### src/rtl/axi_rd_slave_sram_if.sv
// AXI4 read-address and read-data channel bundle between the bus fabric and the SRAM read responder.
interface axi_rd_slave_sram_if #(
  parameter int ID_W   = 4,
  parameter int ADDR_W = 32,
  parameter int DATA_W = 64
);
  logic [ID_W-1:0]   arid;
  logic [ADDR_W-1:0] araddr;
  logic [7:0]        arlen;
  logic [2:0]        arsize;
  logic [1:0]        arburst;
  logic              arlock;
  logic [3:0]        arcache;
  logic [2:0]        arprot;
  logic [3:0]        arqos;
  logic [3:0]        arregion;
  logic              arvalid;
  logic              arready;
  logic [ID_W-1:0]   rid;
  logic [DATA_W-1:0] rdata;
  logic [1:0]        rresp;
  logic              rlast;
  logic              rvalid;
  logic              rready;

  modport slave (
    input  arid, araddr, arlen, arsize, arburst, arlock, arcache, arprot, arqos, arregion, arvalid,
    output arready,
    output rid, rdata, rresp, rlast, rvalid,
    input  rready
  );

  modport master (
    output arid, araddr, arlen, arsize, arburst, arlock, arcache, arprot, arqos, arregion, arvalid,
    input  arready,
    input  rid, rdata, rresp, rlast, rvalid,
    output rready
  );
endinterface

### src/rtl/axi_rd_slave_sram.sv
// AXI4 read responder for an on-chip SRAM: one AR burst at a time, FIXED/INCR/WRAP
// address walk, 1-cycle SRAM read latency, 2-entry R buffer under rready backpressure.
module axi_rd_slave_sram #(
  parameter int ID_W      = 4,
  parameter int ADDR_W    = 32,
  parameter int DATA_W    = 64,
  parameter int MEM_WORDS = 4096
) (
  input  logic                         clk_i,
  input  logic                         arst_n,
  axi_rd_slave_sram_if.slave           ax,
  output logic                         mem_re_o,
  output logic [$clog2(MEM_WORDS)-1:0] mem_addr_o,
  input  logic [DATA_W-1:0]            mem_rdata_i
);
  localparam int OFF  = $clog2(DATA_W/8);
  localparam int MA_W = $clog2(MEM_WORDS);
  localparam int WW   = ADDR_W - OFF;

  typedef enum logic [1:0] {IDLE, ISSUE, DRAIN} st_t;

  // wt marks an entry whose data is still arriving from the SRAM this cycle
  typedef struct packed {
    logic [ID_W-1:0]   id;
    logic [DATA_W-1:0] data;
    logic [1:0]        resp;
    logic              last;
    logic              wt;
  } ent_t;

  st_t               st;
  logic              arready_q;
  logic [ID_W-1:0]   id_q;
  logic [ADDR_W-1:0] addr_q;
  logic [7:0]        len_q, cnt_q;
  logic [2:0]        size_q;
  logic [1:0]        burst_q;
  logic              berr_q;

  ent_t              fifo [2];
  logic              rd_ptr, wr_ptr;
  logic [1:0]        cnt_f;

  logic unused_ok;
  assign unused_ok = ^{ax.arlock, ax.arcache, ax.arprot, ax.arqos, ax.arregion};

  // burst-level legality, evaluated on the AR beat itself
  logic [ADDR_W-1:0] ar_b;
  logic              ar_len_ok, ar_err;
  assign ar_b      = ADDR_W'(1) << ax.arsize;
  assign ar_len_ok = ax.arlen inside {8'd1, 8'd3, 8'd7, 8'd15};
  assign ar_err    = (int'(ax.arsize) > OFF) || (ax.arburst == 2'b11) ||
                     ((ax.arburst == 2'b10) && (!ar_len_ok || ((ax.araddr & (ar_b - 1'b1)) != '0)));

  logic [WW-1:0]     word;
  logic              oor, can_issue;
  logic [1:0]        beat_resp;
  assign word      = addr_q[ADDR_W-1:OFF];
  assign oor       = word >= WW'(MEM_WORDS);
  // inflight reads already hold a buffer slot, so cnt_f covers buffer + inflight
  assign can_issue = (st == ISSUE) && (cnt_f < 2'd2);
  assign beat_resp = berr_q ? 2'b10 : (oor ? 2'b11 : 2'b00);
  assign mem_re_o  = can_issue && !berr_q && !oor;
  assign mem_addr_o = mem_re_o ? word[MA_W-1:0] : '0;

  logic [ADDR_W-1:0] b, wsz, nxt_addr;
  assign b   = ADDR_W'(1) << size_q;
  assign wsz = b * (ADDR_W'(len_q) + ADDR_W'(1));

  always_comb begin
    nxt_addr = addr_q;
    case (burst_q)
      2'b01:   nxt_addr = (addr_q & ~(b - 1'b1)) + b;
      2'b10:   nxt_addr = (addr_q & ~(wsz - 1'b1)) | ((addr_q + b) & (wsz - 1'b1));
      default: nxt_addr = addr_q;
    endcase
  end

  logic push, pop, rvalid_w;
  assign rvalid_w = cnt_f != 2'd0;
  assign pop      = rvalid_w && ax.rready;
  assign push     = can_issue;

  always_ff @(posedge clk_i or negedge arst_n) begin
    if (!arst_n) begin
      st        <= IDLE;
      arready_q <= 1'b0;
      id_q      <= '0;
      addr_q    <= '0;
      len_q     <= '0;
      cnt_q     <= '0;
      size_q    <= '0;
      burst_q   <= '0;
      berr_q    <= 1'b0;
    end else begin
      case (st)
        IDLE: begin
          arready_q <= 1'b1;
          if (ax.arvalid && arready_q) begin
            id_q      <= ax.arid;
            addr_q    <= ax.araddr;
            len_q     <= ax.arlen;
            cnt_q     <= ax.arlen;
            size_q    <= ax.arsize;
            burst_q   <= ax.arburst;
            berr_q    <= ar_err;
            arready_q <= 1'b0;
            st        <= ISSUE;
          end
        end
        ISSUE: begin
          if (can_issue) begin
            addr_q <= nxt_addr;
            cnt_q  <= cnt_q - 8'd1;
            if (cnt_q == 8'd0) st <= DRAIN;
          end
        end
        DRAIN: begin
          if (cnt_f == 2'd0) begin
            st        <= IDLE;
            arready_q <= 1'b1;
          end
        end
        default: st <= IDLE;
      endcase
    end
  end

  always_ff @(posedge clk_i or negedge arst_n) begin
    if (!arst_n) begin
      for (int i = 0; i < 2; i++) fifo[i] <= '0;
      rd_ptr <= 1'b0;
      wr_ptr <= 1'b0;
      cnt_f  <= 2'd0;
    end else begin
      for (int i = 0; i < 2; i++) begin
        if (fifo[i].wt) begin
          fifo[i].data <= mem_rdata_i;
          fifo[i].wt   <= 1'b0;
        end
      end
      if (push) begin
        fifo[wr_ptr].id   <= id_q;
        fifo[wr_ptr].data <= '0;
        fifo[wr_ptr].resp <= beat_resp;
        fifo[wr_ptr].last <= cnt_q == 8'd0;
        fifo[wr_ptr].wt   <= mem_re_o;
        wr_ptr            <= ~wr_ptr;
      end
      if (pop) rd_ptr <= ~rd_ptr;
      cnt_f <= cnt_f + 2'(push) - 2'(pop);
    end
  end

  // head bypasses SRAM data in its arrival cycle; captured copy holds it while stalled
  ent_t head;
  assign head       = fifo[rd_ptr];
  assign ax.arready = arready_q;
  assign ax.rvalid  = rvalid_w;
  assign ax.rid     = rvalid_w ? head.id : '0;
  assign ax.rresp   = rvalid_w ? head.resp : 2'b00;
  assign ax.rlast   = rvalid_w && head.last;
  assign ax.rdata   = !rvalid_w ? '0 : (head.wt ? mem_rdata_i : head.data);

endmodule

### src/flat_wrapper.sv
// flat-port wrapper written by rule: the top's interface ports become plain ports
module axi_rd_slave_sram_flat 
#(
  parameter int ID_W      = 4,
  parameter int ADDR_W    = 32,
  parameter int DATA_W    = 64,
  parameter int MEM_WORDS = 4096
)
  (clk_i, arst_n, mem_re_o, mem_addr_o, mem_rdata_i, ax_arid, ax_araddr, ax_arlen, ax_arsize, ax_arburst, ax_arlock, ax_arcache, ax_arprot, ax_arqos, ax_arregion, ax_arvalid, ax_arready, ax_rid, ax_rdata, ax_rresp, ax_rlast, ax_rvalid, ax_rready);
  axi_rd_slave_sram_if #(.ID_W(ID_W), .ADDR_W(ADDR_W), .DATA_W(DATA_W)) ax_i ();
  input  logic clk_i;
  input  logic arst_n;
  output logic mem_re_o;
  output logic [$clog2(MEM_WORDS)-1:0] mem_addr_o;
  input  logic [DATA_W-1:0] mem_rdata_i;
  input wire logic [$bits(ax_i.arid)-1:0] ax_arid;
  input wire logic [$bits(ax_i.araddr)-1:0] ax_araddr;
  input wire logic [$bits(ax_i.arlen)-1:0] ax_arlen;
  input wire logic [$bits(ax_i.arsize)-1:0] ax_arsize;
  input wire logic [$bits(ax_i.arburst)-1:0] ax_arburst;
  input wire logic [$bits(ax_i.arlock)-1:0] ax_arlock;
  input wire logic [$bits(ax_i.arcache)-1:0] ax_arcache;
  input wire logic [$bits(ax_i.arprot)-1:0] ax_arprot;
  input wire logic [$bits(ax_i.arqos)-1:0] ax_arqos;
  input wire logic [$bits(ax_i.arregion)-1:0] ax_arregion;
  input wire logic [$bits(ax_i.arvalid)-1:0] ax_arvalid;
  output wire logic [$bits(ax_i.arready)-1:0] ax_arready;
  output wire logic [$bits(ax_i.rid)-1:0] ax_rid;
  output wire logic [$bits(ax_i.rdata)-1:0] ax_rdata;
  output wire logic [$bits(ax_i.rresp)-1:0] ax_rresp;
  output wire logic [$bits(ax_i.rlast)-1:0] ax_rlast;
  output wire logic [$bits(ax_i.rvalid)-1:0] ax_rvalid;
  input wire logic [$bits(ax_i.rready)-1:0] ax_rready;
  assign ax_i.arid = ax_arid;
  assign ax_i.araddr = ax_araddr;
  assign ax_i.arlen = ax_arlen;
  assign ax_i.arsize = ax_arsize;
  assign ax_i.arburst = ax_arburst;
  assign ax_i.arlock = ax_arlock;
  assign ax_i.arcache = ax_arcache;
  assign ax_i.arprot = ax_arprot;
  assign ax_i.arqos = ax_arqos;
  assign ax_i.arregion = ax_arregion;
  assign ax_i.arvalid = ax_arvalid;
  assign ax_arready = ax_i.arready;
  assign ax_rid = ax_i.rid;
  assign ax_rdata = ax_i.rdata;
  assign ax_rresp = ax_i.rresp;
  assign ax_rlast = ax_i.rlast;
  assign ax_rvalid = ax_i.rvalid;
  assign ax_i.rready = ax_rready;
  axi_rd_slave_sram #(.ID_W(ID_W), .ADDR_W(ADDR_W), .DATA_W(DATA_W), .MEM_WORDS(MEM_WORDS)) u_core (.clk_i(clk_i), .arst_n(arst_n), .ax(ax_i), .mem_re_o(mem_re_o), .mem_addr_o(mem_addr_o), .mem_rdata_i(mem_rdata_i));
endmodule
### config.mk
export PLATFORM = sky130hd
export DESIGN_NAME = axi_rd_slave_sram_flat
export DESIGN_NICKNAME = d
export VERILOG_FILES = /design/src/rtl/axi_rd_slave_sram_if.sv /design/src/rtl/axi_rd_slave_sram.sv /design/src/flat_wrapper.sv
export SDC_FILE = /design/constraint.sdc
export NUM_CORES = 1
export LEC_CHECK = 0
export CORE_ASPECT_RATIO = 0.7
export CORE_MARGIN = 2
export CORE_UTILIZATION = 40
export CTS_CLUSTER_SIZE = 40
export DETAILED_ROUTE_END_ITERATION = 6
export PLACE_DENSITY = 0.7
export SLEW_MARGIN = 20
export SYNTH_ARGS = -nofsm -noshare
export SYNTH_HDL_FRONTEND = slang
export SYNTH_SLANG_ARGS = --single-unit
export TNS_END_PERCENT = 30
### constraint.sdc
create_clock -name clk_i -period 5.6 [get_ports clk_i]
set_clock_uncertainty 0.2 [all_clocks]
set_input_delay 1.12 -clock clk_i [delete_from_list [all_inputs] [get_ports clk_i]]
set_output_delay 1.12 -clock clk_i [all_outputs]
set_load 0.05 [all_outputs]
* Word-level counts from Yosys, hierarchy flattened *
Cells that the tools add are included.

operators by class
  add/sub/neg operators = 9
  multipliers = 1
  magnitude comparators = 6
  eq/ne operators = 15
  shifts and indexed selects = 2
  mux-type cells = 43
  bitwise logic cells = 11
  reductions and logical operators = 27

operators with widths
  kind                   count
  $bwmux 144             5
  $demux 72 s1           5
  $mux 72                4
  $mux 64                4
  $mux 140               1
  $and 32x32->32         4
  $pmux 32 s2            2
  $sub 32x1->32 const B  3
  $mux 68                1
  $add 32x32->32         2
  $mux 32                2
  $not 32->32            2
  $shl 1x3->32 const A   2
  $mul 32x32->32         1
  $or 32x32->32          1
  $reduce_bool 32->1     1
  $ge 29x13->1 const B   1
  $mux 2                 8
  $mux 8                 2
  $pmux 8 s2             1
  $mux 12                1
  $add 8x1->9 const B    1
  $eq 2x2->1 const B     4
  $eq 8x1->1 const B     1
  other kinds (30)       55

word-level totals
  bits in registers = 209
  bits of input ports = 133
  output and inout port bits = 86
  logic and storage cells = 136

* Longest topological paths before layout *
Gate-level depths: netlist of the first run.

  depth after elaboration = 11
  depth in mapped cells = 24

* Least setup slack after synthesis of the first run *
OpenSTA, ideal clock, no wires.

  path kind = reg2reg
  start = register u_core.len_q[1]
  end = register (tool-made name)
  data arrival time = 5861 ps
  path slack = -587 ps
  stages on the path, launching flop included = 20
  period minus slack after synthesis = 6187 ps
  cells stage by stage = dfrtp_1 ha_1 nand3_1 nor2_1 xnor2_1 nor2_1 fa_1 fa_1 fa_1 fa_1 ha_1 ha_1 buf_6 and4_4 a221o_1 o41ai_4 a31oi_4 o21a_1 nand2b_1 o32a_1

RTL lines
  what                    RTL line                  source
  from (decl)             axi_rd_slave_sram.sv:35   logic [7:0] len_q, cnt_q;
  from (signal assigned)  axi_rd_slave_sram.sv:102  len_q <= ax.arlen;

==> run_results.csv, run 1 <==
group,metric,value,unit
global_route,grt_usage,25.2,%
synthesis,synth_area_leaders,"dfrtp_1 (32%), mux2i_1 (13%), nor2_1 (6.9%)",
route,postRouteAntennaNets,0,
synthesis,synth_top_area_share,32.1,%
sta,relSlewSlack,27.9,%
route,wl,54500,um
layout,fin_area,21100,um^2
critical_path,ff2ff_setup_slack,-380,ps
synthesis,synth_cell_types,85,
sta,hold_viol,0,
critical_path,endpoint_kind,"flip-flop",
layout,regArea,5250,um^2
global_route,overflow,0,
global_route,grt_pass1_wl,85600,um
synthesis,synth_warnings,0,
power_and_ir_drop,leakagePower,9.08,nW
power_and_ir_drop,switching_share,48.0,%
flow_run,drv_cap,0,
synthesis,synth_top_flop_cell,"dfrtp_1",
synthesis,async_flop_share,100,%
sta,whs,280,ps
critical_path,worst-r2r-cell-count,21,
synthesis,ys_ff_latch,209,
cts,worst_skew_pair.late_latency,520,ps
cts,cts_max_path_buffers,3,
route,drtIter0Drc,1447,
power_and_ir_drop,clkPwrFrac,11.7,%
power_and_ir_drop,p_switching,6.74,mW
cts,cts_root_buffer,"clkbuf_16",
critical_path,cp.buffers_inverters,3,
critical_path,critPathTopFamily,"adder cells",
die,die_w,245,um
power_and_ir_drop,total_power,14.0,mW
global_route,antenna_found_initial,7,
power_and_ir_drop,peakVddDrop,0.603,mV
cts,cts_tree,"done",
placement,port_buffers,202,
sta,fin_crit_sh,107,%
synthesis,synth_edf_count,0,
power_and_ir_drop,pwr-share-seq,15.5,%
synthesis,synth_commonest_cells,"nor2_1 (298), dfrtp_1 (209), mux2i_1 (204), nand2_1 (196), inv_1 (109)",
global_route,grt_max_degree,110,
cts,cts_buffers,22,
layout,multi_input_area,10800,um^2
layout,layout-drive-gt1-share,14.2,%
critical_path,critPathKind,"reg -> reg",
synthesis,synth_most_common_cell,"nor2_1",
critical_path,r2r-start,"u_core.len_q[1]",
route,post-route-drc-count,0,
global_route,grt_pass1_vias,15022,
cts,h-tree-depth,1,
critical_path,path_cells,"ha_4 -> nand3_4 -> nor2_4 -> xnor2_4 -> buf_12 -> buf_6 -> nor2_2 -> fa_1 -> fa_2 -> fa_1 -> fa_2 -> ha_4 -> ha_4 -> and4_4 -> a221o_1 -> buf_4 -> or2_2 -> a221o_1 -> o31ai_2 -> a41oi_1 -> a21boi_1",
placement,hpwl,38800,um
synthesis,syn_area,16300,um^2
die,pin_count,219,
critical_path,path_max_fanout,5,
cts,cts_sinks,209,
placement,gp_congestion,0.925,
route,wl_per_cell,20.2,um
critical_path,crit_path_top_delay_cell,"fa_2",
critical_path,critPathLaunchType,"flip-flop",
die,start_util,40.8,%
power_and_ir_drop,p_comb_share,72.8,%
cts,hold_buffers,0,
route,vias,15314,
critical_path,max_stage_delay,560,ps
synthesis,syn_nets,2151,
sta,rsz0062_at_grt,"true",
power_and_ir_drop,p_int,7.31,mW
route,drtPass1Iterations,5,
sta,drv_slew,0,
die,die_y,173,um
critical_path,worst_path_most_repeated_cell,"ha_4",
layout,nFillCells,3603,
sta,worst_pin_slew,1080,ps
worst_hold_path,hold_path_class,"reg -> reg",
status,failed_checks,"setup timing",
layout,fin_util,52.9,%
sta,setup_viol,22,
route,viasPerCell,5.69,
worst_hold_path,hold_depth,2,
layout,synthToLayoutAreaGrowth,29.6,%
synthesis,syn_inst,1890,
synthesis,yosysSeqAreaShare,32.1,%
power_and_ir_drop,power.density,665,nW/um^2
die,core,39900,um^2
cts,clk_pin_slew,80,ps
layout,nNetsFinal,2393,
die,rows,61,
synthesis,syn_avg_cell_area,8.62,um^2
critical_path,critPathRequiredTime,5810,ps
placement,dpl-instance-area,19800,um^2
synthesis,synth_top_area_cell,"dfrtp_1",
status,status,"complete, but fails checks",
sta,max_freq,0.167,GHz
sta,setup_slack,-384,ps
die,die-area,42400,um^2
sta,post-route-min-period,5980,ps
critical_path,crit_arrival,6200,ps
[worst max-delay path by stage]
| stage | to | depth (start not counted) | slack (ps) | from |
|---|---|---|---|---|
| 5_1_grt | flip-flop | 20 | -550 | u_core.len_q[0] |
| 3_3_place_gp | flip-flop | 19 | -370 | u_core.len_q[0] |
| 2_1_floorplan | flip-flop | 18 | -40 | u_core.len_q[1] |
| 6_report | flip-flop | 21 | -380 | u_core.len_q[1] |
| 3_5_place_dp | flip-flop | 19 | -430 | u_core.len_q[0] |
| 4_1_cts | flip-flop | 20 | -360 | u_core.len_q[1] |
[layer usage]
metal  routed length (um)  up-vias  track usage [%]
met2                23500      607             36.7
li1                     -     7111                -
met3                 4170       95             4.58
met1                25300     7501             37.9
met4                 1480        0             7.57
met5                    0        -                0
[cells in the final DEF, fill, tap and decap left out, types with 7 or more instances in the layout]
cell               n
a211oi_1          81
a21o_1            12
a21oi_1           52
a22oi_1            8
a311oi_1           7
a31oi_1           20
and2_1            22
and3_1            11
buf_4            120
buf_6              9
clkbuf_16         23
clkdlybuf4s50_1  201
dfrtp_1          200
diode_2            7
fa_1              38
fa_2               9
ha_1              66
ha_4              15
inv_1             98
inv_2             10
mux2i_1          202
nand2_1          192
nand2b_1          16
nand3_1           26
nand4_1           10
nor2_1           286
nor2b_1           11
nor3_1            26
nor4_1            15
o211ai_1          21
o21a_1            11
o21ai_0           68
or3_1             16
xnor2_1           24
xor2_1            12
[power by group through the flow]
stage / Clock, mW / Combinational [mW] / Sequential (mW)
2_1_floorplan: 0 / 5.83 / 1.97
3_3_place_gp: 0 / 8.68 / 2.18
3_5_place_dp: 0 / 8.81 / 2.18
4_1_cts: 1.68 / 9.53 / 2.16
5_1_grt: 1.74 / 11.0 / 2.22
6_report: 1.64 / 10.2 / 2.18
[logic make-up (layout without fill, tap and decap cells)]
group                      count (synthesis)  in the layout  synth area share (%)
xor gates and xnor gates                  45             45                  2.42
DFF                                      209            209                  32.1
muxes                                    208            208                  12.8
adders and majority gates                129            129                  12.1
buffers and inverters                    230            487                  5.48
and+or+nand+nor                          688            688                  18.8
AOI/OAI and AO/OA                        381            382                  16.3
other                                      0              7                     0
[layout make-up]
type / instances / area share, %
tap: 535 / 3.17
clock buffer: 32 / 3.08
antenna: 7 / 0.0830
inverter: 112 / 2.01
sequential: 209 / 24.9
timing repair buffer: 335 / 14.8
clock inverter: 8 / 0.705
multi-input combinational: 1452 / 51.3
[worst min-delay path: cells and delay by family, from the launching register on]
family / cells / cell delay (ps)
AOI/OAI and AO/OA: 1 / 60
DFF: 1 / 340
and+or+nand+nor: 1 / 50
[stage by stage]
stage          setup WS, ps  setup TNS (ps)  cells
6_report               -384           -5010   2690
3_3_place_gp           -366           -4820   2622
5_1_grt                -546           -9840   2690
2_1_floorplan         -37.6           -73.9   1890
3_5_place_dp           -430           -6850   2623
4_1_cts                -362           -4290   2675
[repair_timing]
action,CTS,global route
hold endpoints to repair,0,0
pin swaps,33,28
gates cloned,1,0
endpoints found under the setup margin,25,25
gates resized for setup,37,45
setup buffers,12,8
Power figures use the tool's default switching activity.
==> inputs of run 2 (changes only) <==
GPL_ROUTABILITY_DRIVEN = 0   (was default)
==> run 2 against run 1 <==
Against the previous run:
- the flow still finishes with violations (setup timing)
- combinational power about the same
- sequential power increased by 2%
- critical path type unchanged
- largest power group unchanged
- flip-flop and latch count unchanged
- critical path depth up 1
==> run_results.csv, run 2 (synthesized netlist as in run 1, its figures left out) <==
group,metric,value,unit
power_and_ir_drop,peakVddDrop,0.616,mV
power_and_ir_drop,p_comb_share,73.1,%
sta,rsz0062_at_grt,"true",
placement,hpwl,38400,um
critical_path,endpoint_kind,"flip-flop",
power_and_ir_drop,p_int,7.20,mW
cts,cts_tree,"done",
cts,cts_sinks,209,
layout,regArea,5250,um^2
sta,drv_slew,0,
global_route,grt_max_degree,129,
sta,setup_slack,-320,ps
critical_path,critPathRequiredTime,5820,ps
status,status,"complete, but fails checks",
die,die_y,173,um
placement,pre_cts_ws,-441,ps
cts,h-tree-depth,1,
global_route,grt_pass1_vias,15387,
global_route,overflow,0,
die,core,39900,um^2
worst_hold_path,hold_path_class,"reg -> reg",
critical_path,crit_arrival,6140,ps
die,pin_count,219,
flow_run,drv_cap,0,
power_and_ir_drop,leakagePower,9.08,nW
sta,hold_viol,0,
die,die_w,245,um
route,drtPass1Iterations,7,
route,post-route-drc-count,0,
layout,final_common_cell,"nor2_1",
die,start_util,40.8,%
layout,layout-drive-gt1-share,14.3,%
route,wl,54200,um
critical_path,critPathLaunchType,"flip-flop",
critical_path,critPathKind,"reg -> reg",
layout,most-common-layout-cells,"nor2_1 (288), mux2i_1 (201), dfrtp_1 (201), clkdlybuf4s50_1 (201), nand2_1 (190)",
route,postRouteAntennaNets,0,
status,failed_checks,"setup timing",
placement,port_buffers,202,
layout,nNetsFinal,2396,
global_route,antenna_found_initial,7,
power_and_ir_drop,switching_share,48.1,%
global_route,grt_usage,25.1,%
sta,whs,282,ps
route,drtIter0Drc,1529,
layout,nFillCells,3580,
power_and_ir_drop,clkPwrFrac,10.9,%
global_route,grt_pass1_wl,86000,um
sta,relSlewSlack,38.2,%
route,vias,15653,
sta,post-route-min-period,5920,ps
sta,max_freq,0.169,GHz
cts,cts_buffers,23,
sta,worst_pin_slew,928,ps
die,rows,61,
cts,cts_root_buffer,"clkbuf_16",
cts,worst_skew_pair.late_latency,530,ps
die,die-area,42400,um^2
sta,setup_viol,23,
sta,fin_crit_sh,106,%
cts,hold_buffers,0,
power_and_ir_drop,pwr-share-seq,16.0,%
layout,synthToLayoutAreaGrowth,29.7,%
route,viasPerCell,5.82,
route,wl_per_cell,20.1,um
power_and_ir_drop,power.density,657,nW/um^2
cts,cts_max_path_buffers,3,
layout,multi_input_area,10900,um^2
cts,clk_pin_slew,70,ps
critical_path,path_max_fanout,5,
power_and_ir_drop,p_switching,6.68,mW
==> run 2: per-stage QoR <==
step | power (mW) | TNS [ps] | util, % | cells | area (um^2)
after global routing | 14.8 | -10010 | 52.9 | 2691 | 21100
after detailed placement | 10.9 | -6290 | 49.6 | 2621 | 19800
after global placement | 10.7 | -4720 | 49.6 | 2621 | 19800
after floorplan | 7.80 | -73.9 | - | 1890 | 16700
after CTS | 13.2 | -5290 | 52.2 | 2677 | 20800
final | 13.9 | -5010 | 52.9 | 2691 | 21100
==> run 2: worst paths after layout <==
kind	start	end	slack (ps)	cells after the start
max reg2reg	u_core.len_q[0]	flip-flop	-320	22
min	flip-flop	flip-flop	280	2
min in group asynchronous	arst_n	u_core.fifo[130]	450	1
max	u_core.len_q[0]	flip-flop	-320	22
max in group asynchronous	arst_n	u_core.fifo[19]	3620	2
min reg2reg	flip-flop	flip-flop	280	2
==> run 2: power by group through the flow <==
stage,clock network [mW],registers (mW),logic (mW)
after floorplan,0,1.97,5.83
after global placement,0,2.20,8.54
after detailed placement,0,2.22,8.73
after CTS,1.55,2.19,9.46
after global routing,1.61,2.25,11.0
final,1.52,2.22,10.1
==> run 2: worst max-delay path, stage by stage, from the launching register on <==
cell and delay, ps:
dfrtp_2 410, buf_4 150, nand3_4 90, xnor2_2 220, buf_4 180, nand2_4 50
fa_1 560, inv_2 50, fa_1 480, fa_1 520, fa_1 540, inv_2 50
fa_1 490, inv_2 50, ha_4 280, o211ai_1 110, a21boi_1 210, o211ai_1 210
a311oi_2 360, nand2b_4 230, buf_6 110, o211ai_1 70, a32o_2 230
==> run 2: area by class of cell <==
cell class | count | share of cell area (%)
timing repair buffer | 338 | 14.9
tap | 535 | 3.17
clock buffer | 32 | 2.98
inverter | 112 | 2.01
sequential | 209 | 24.8
antenna | 7 | 0.0829
clock inverter | 7 | 0.450
multi-input combinational | 1451 | 51.6
==> run 2: timing repair <==
item | CTS | global route
resized for setup | 38 | 53
setup endpoints to repair | 24 | 26
pin swaps | 44 | 49
gates cloned | 0 | 0
buffers inserted | 18 | 7
==> run 2: routing by layer <==
metal / global-route usage, % / share of wire, % / vias up
li1: - / - / 7115
met1: 36.9 / 44 / 7692
met2: 37.4 / 44 / 734
met3: 4.13 / 8.7 / 112
met4: 8.36 / 3.0 / 0
met5: 0 / 0 / -
==> inputs of run 3 (changes only) <==
clock period = 5.4 ns   (was 5.6 ns; I/O delays follow)
==> run 3 against run 2 <==
Against the previous run:
- the flow still finishes with violations (setup timing)
- final cell count increased by 0.63%
- non-clock buffer count increased by 19
- die area unchanged
- fmax decreased by 0.68%
- core utilization increased by 0.056 points
- flip-flop and latch count unchanged
- register-to-register slack got worse by 240 ps
==> run_results.csv, run 3 (synthesized netlist as in run 1, its figures left out) <==
group,metric,value,unit
status,status,"complete, but fails checks",
status,failed_checks,"setup timing",
cts,cts_sinks,209,
critical_path,path_max_fanout,5,
placement,hpwl,38700,um
sta,hold_viol,0,
power_and_ir_drop,power.density,664,nW/um^2
die,pin_count,219,
sta,max_freq,0.168,GHz
global_route,grt_usage,25.0,%
die,die-area,42400,um^2
sta,setup_viol,25,
cts,clk_pin_slew,60,ps
route,wl_met3,3870,um
placement,dpl-instance-area,19900,um^2
layout,layout-drive-gt1-share,14.7,%
layout,fin_util,53.0,%
power_and_ir_drop,peakVddDrop,0.696,mV
layout,nNetsFinal,2415,
cts,cts_root_buffer,"clkbuf_16",
cts,cts_tree,"done",
die,start_util,40.8,%
critical_path,endpoint_kind,"flip-flop",
layout,fin_area,21200,um^2
die,die_w,245,um
critical_path,critPathTopFamily,"adder cells",
die,rows,61,
sta,setup_slack,-560,ps
layout,stdcell_count,2708,
route,postRouteAntennaNets,0,
global_route,antenna_found_initial,8,
global_route,grt_pass1_vias,15462,
die,core,39900,um^2
route,wl,53800,um
placement,port_buffers,202,
critical_path,cp.buffers_inverters,3,
global_route,grt_max_degree,97,
placement,place_inst,2639,
critical_path,critPathKind,"reg -> reg",
route,viasPerCell,5.73,
critical_path,critPathLaunchType,"flip-flop",
critical_path,crit_arrival,6210,ps
critical_path,max_stage_delay,580,ps
layout,synthToLayoutAreaGrowth,29.8,%
critical_path,critPathRequiredTime,5650,ps
layout,final_common_cell,"nor2_1",
flow_run,drv_cap,0,
route,drtIter0Drc,1343,
route,drtPass1Iterations,7,
sta,rsz0062_at_grt,"true",
layout,most-common-layout-cells,"nor2_1 (288), mux2i_1 (202), clkdlybuf4s50_1 (201)",
sta,fin_crit_sh,110,%
critical_path,ff2ff_setup_slack,-560,ps
critical_path,crit_path_top_delay_cell,"fa_2",
sta,post-route-min-period,5960,ps
power_and_ir_drop,leakagePower,9.14,nW
sta,relSlewSlack,35.3,%
global_route,grt_pass1_wl,85600,um
worst_hold_path,hold_path_class,"reg -> reg",
route,top_layer_used,"met4",
global_route,overflow,0,
cts,h-tree-depth,1,
cts,cts_buffers,22,
die,die_y,173,um
cts,hold_buffers,0,
critical_path,path_cells,"ha_4 -> nand3_4 -> nor2_4 -> xnor2_4 -> buf_12 -> buf_8 -> nor2_4 -> fa_1 -> fa_1 -> fa_1 -> fa_2 -> ha_4 -> ha_4 -> and4_4 -> a221o_1 -> o41ai_4 -> buf_4 -> a31oi_4 -> or2_4 -> a221o_1 -> a2bb2oi_2",
cts,worst_skew_pair.late_latency,530,ps
route,wl_per_cell,19.9,um
route,wl_met1,24300,um
sta,drv_slew,0,
sta,worst_pin_slew,968,ps
route,wl_met2,24100,um
cts,cts_max_path_buffers,3,
route,vias,15530,
route,post-route-drc-count,0,
-- run 3: cell type report --
class	count	area [um^2]
well taps	535	669
fillers	3603	18800
clock buffers	30	611
inverters	112	425
clock inverters	6	70.1
diodes	7	17.5
multi-input cells	1452	10900
flip-flops and latches	209	5250
repair buffers	357	3260
-- run 3: final timing paths --
| kind | end | from | cells past startpoint |
|---|---|---|---|
| setup / recovery | flip-flop | u_core.len_q[1] | 21 |
| hold / removal | flip-flop | flip-flop | 2 |
| setup reg to reg | flip-flop | u_core.len_q[1] | 21 |
| hold reg to reg | flip-flop | flip-flop | 2 |
| max in group asynchronous | u_core.fifo[13] | arst_n | 2 |
| min in group asynchronous | u_core.fifo[63] | arst_n | 1 |
-- run 3: layer usage --
metal	vias to the layer above	GRT usage (%)
li1	7163	-
met5	-	0
met3	103	3.97
met1	7682	36.2
met2	582	38.0
met4	0	7.88
-- run 3: per-stage QoR --
| step | setup WS [ps] | setup TNS, ps | hold slack (ps) | power [mW] |
|---|---|---|---|---|
| final | -560 | -10470 | 283 | 14.0 |
| after global routing | -744 | -15620 | 294 | 15.0 |
| after CTS | -623 | -10210 | 280 | 13.5 |
| after detailed placement | -724 | -13460 | 264 | 11.3 |
| after floorplan | -222 | -1750 | 245 | 8.15 |
| after global placement | -665 | -11860 | 257 | 11.0 |
-- run 3: tightest hold or removal path, stage by stage, from the launching register on --
cell,delay (ps)
dfrtp_1,350
nand2_1,50
nand2_1,50
-- run 3: repair_timing --
| action | in CTS | in global routing |
|---|---|---|
| gates cloned | 1 | 0 |
| gates resized for setup | 45 | 28 |
| pin swaps | 61 | 38 |
| setup endpoints to repair | 26 | 26 |
| buffers inserted | 17 | 8 |
-- run 3: power breakdown --
part | internal, mW | switching, mW
Combinational | 4.68 | 5.65
Clock | 0.840 | 0.666
Sequential | 1.82 | 0.383
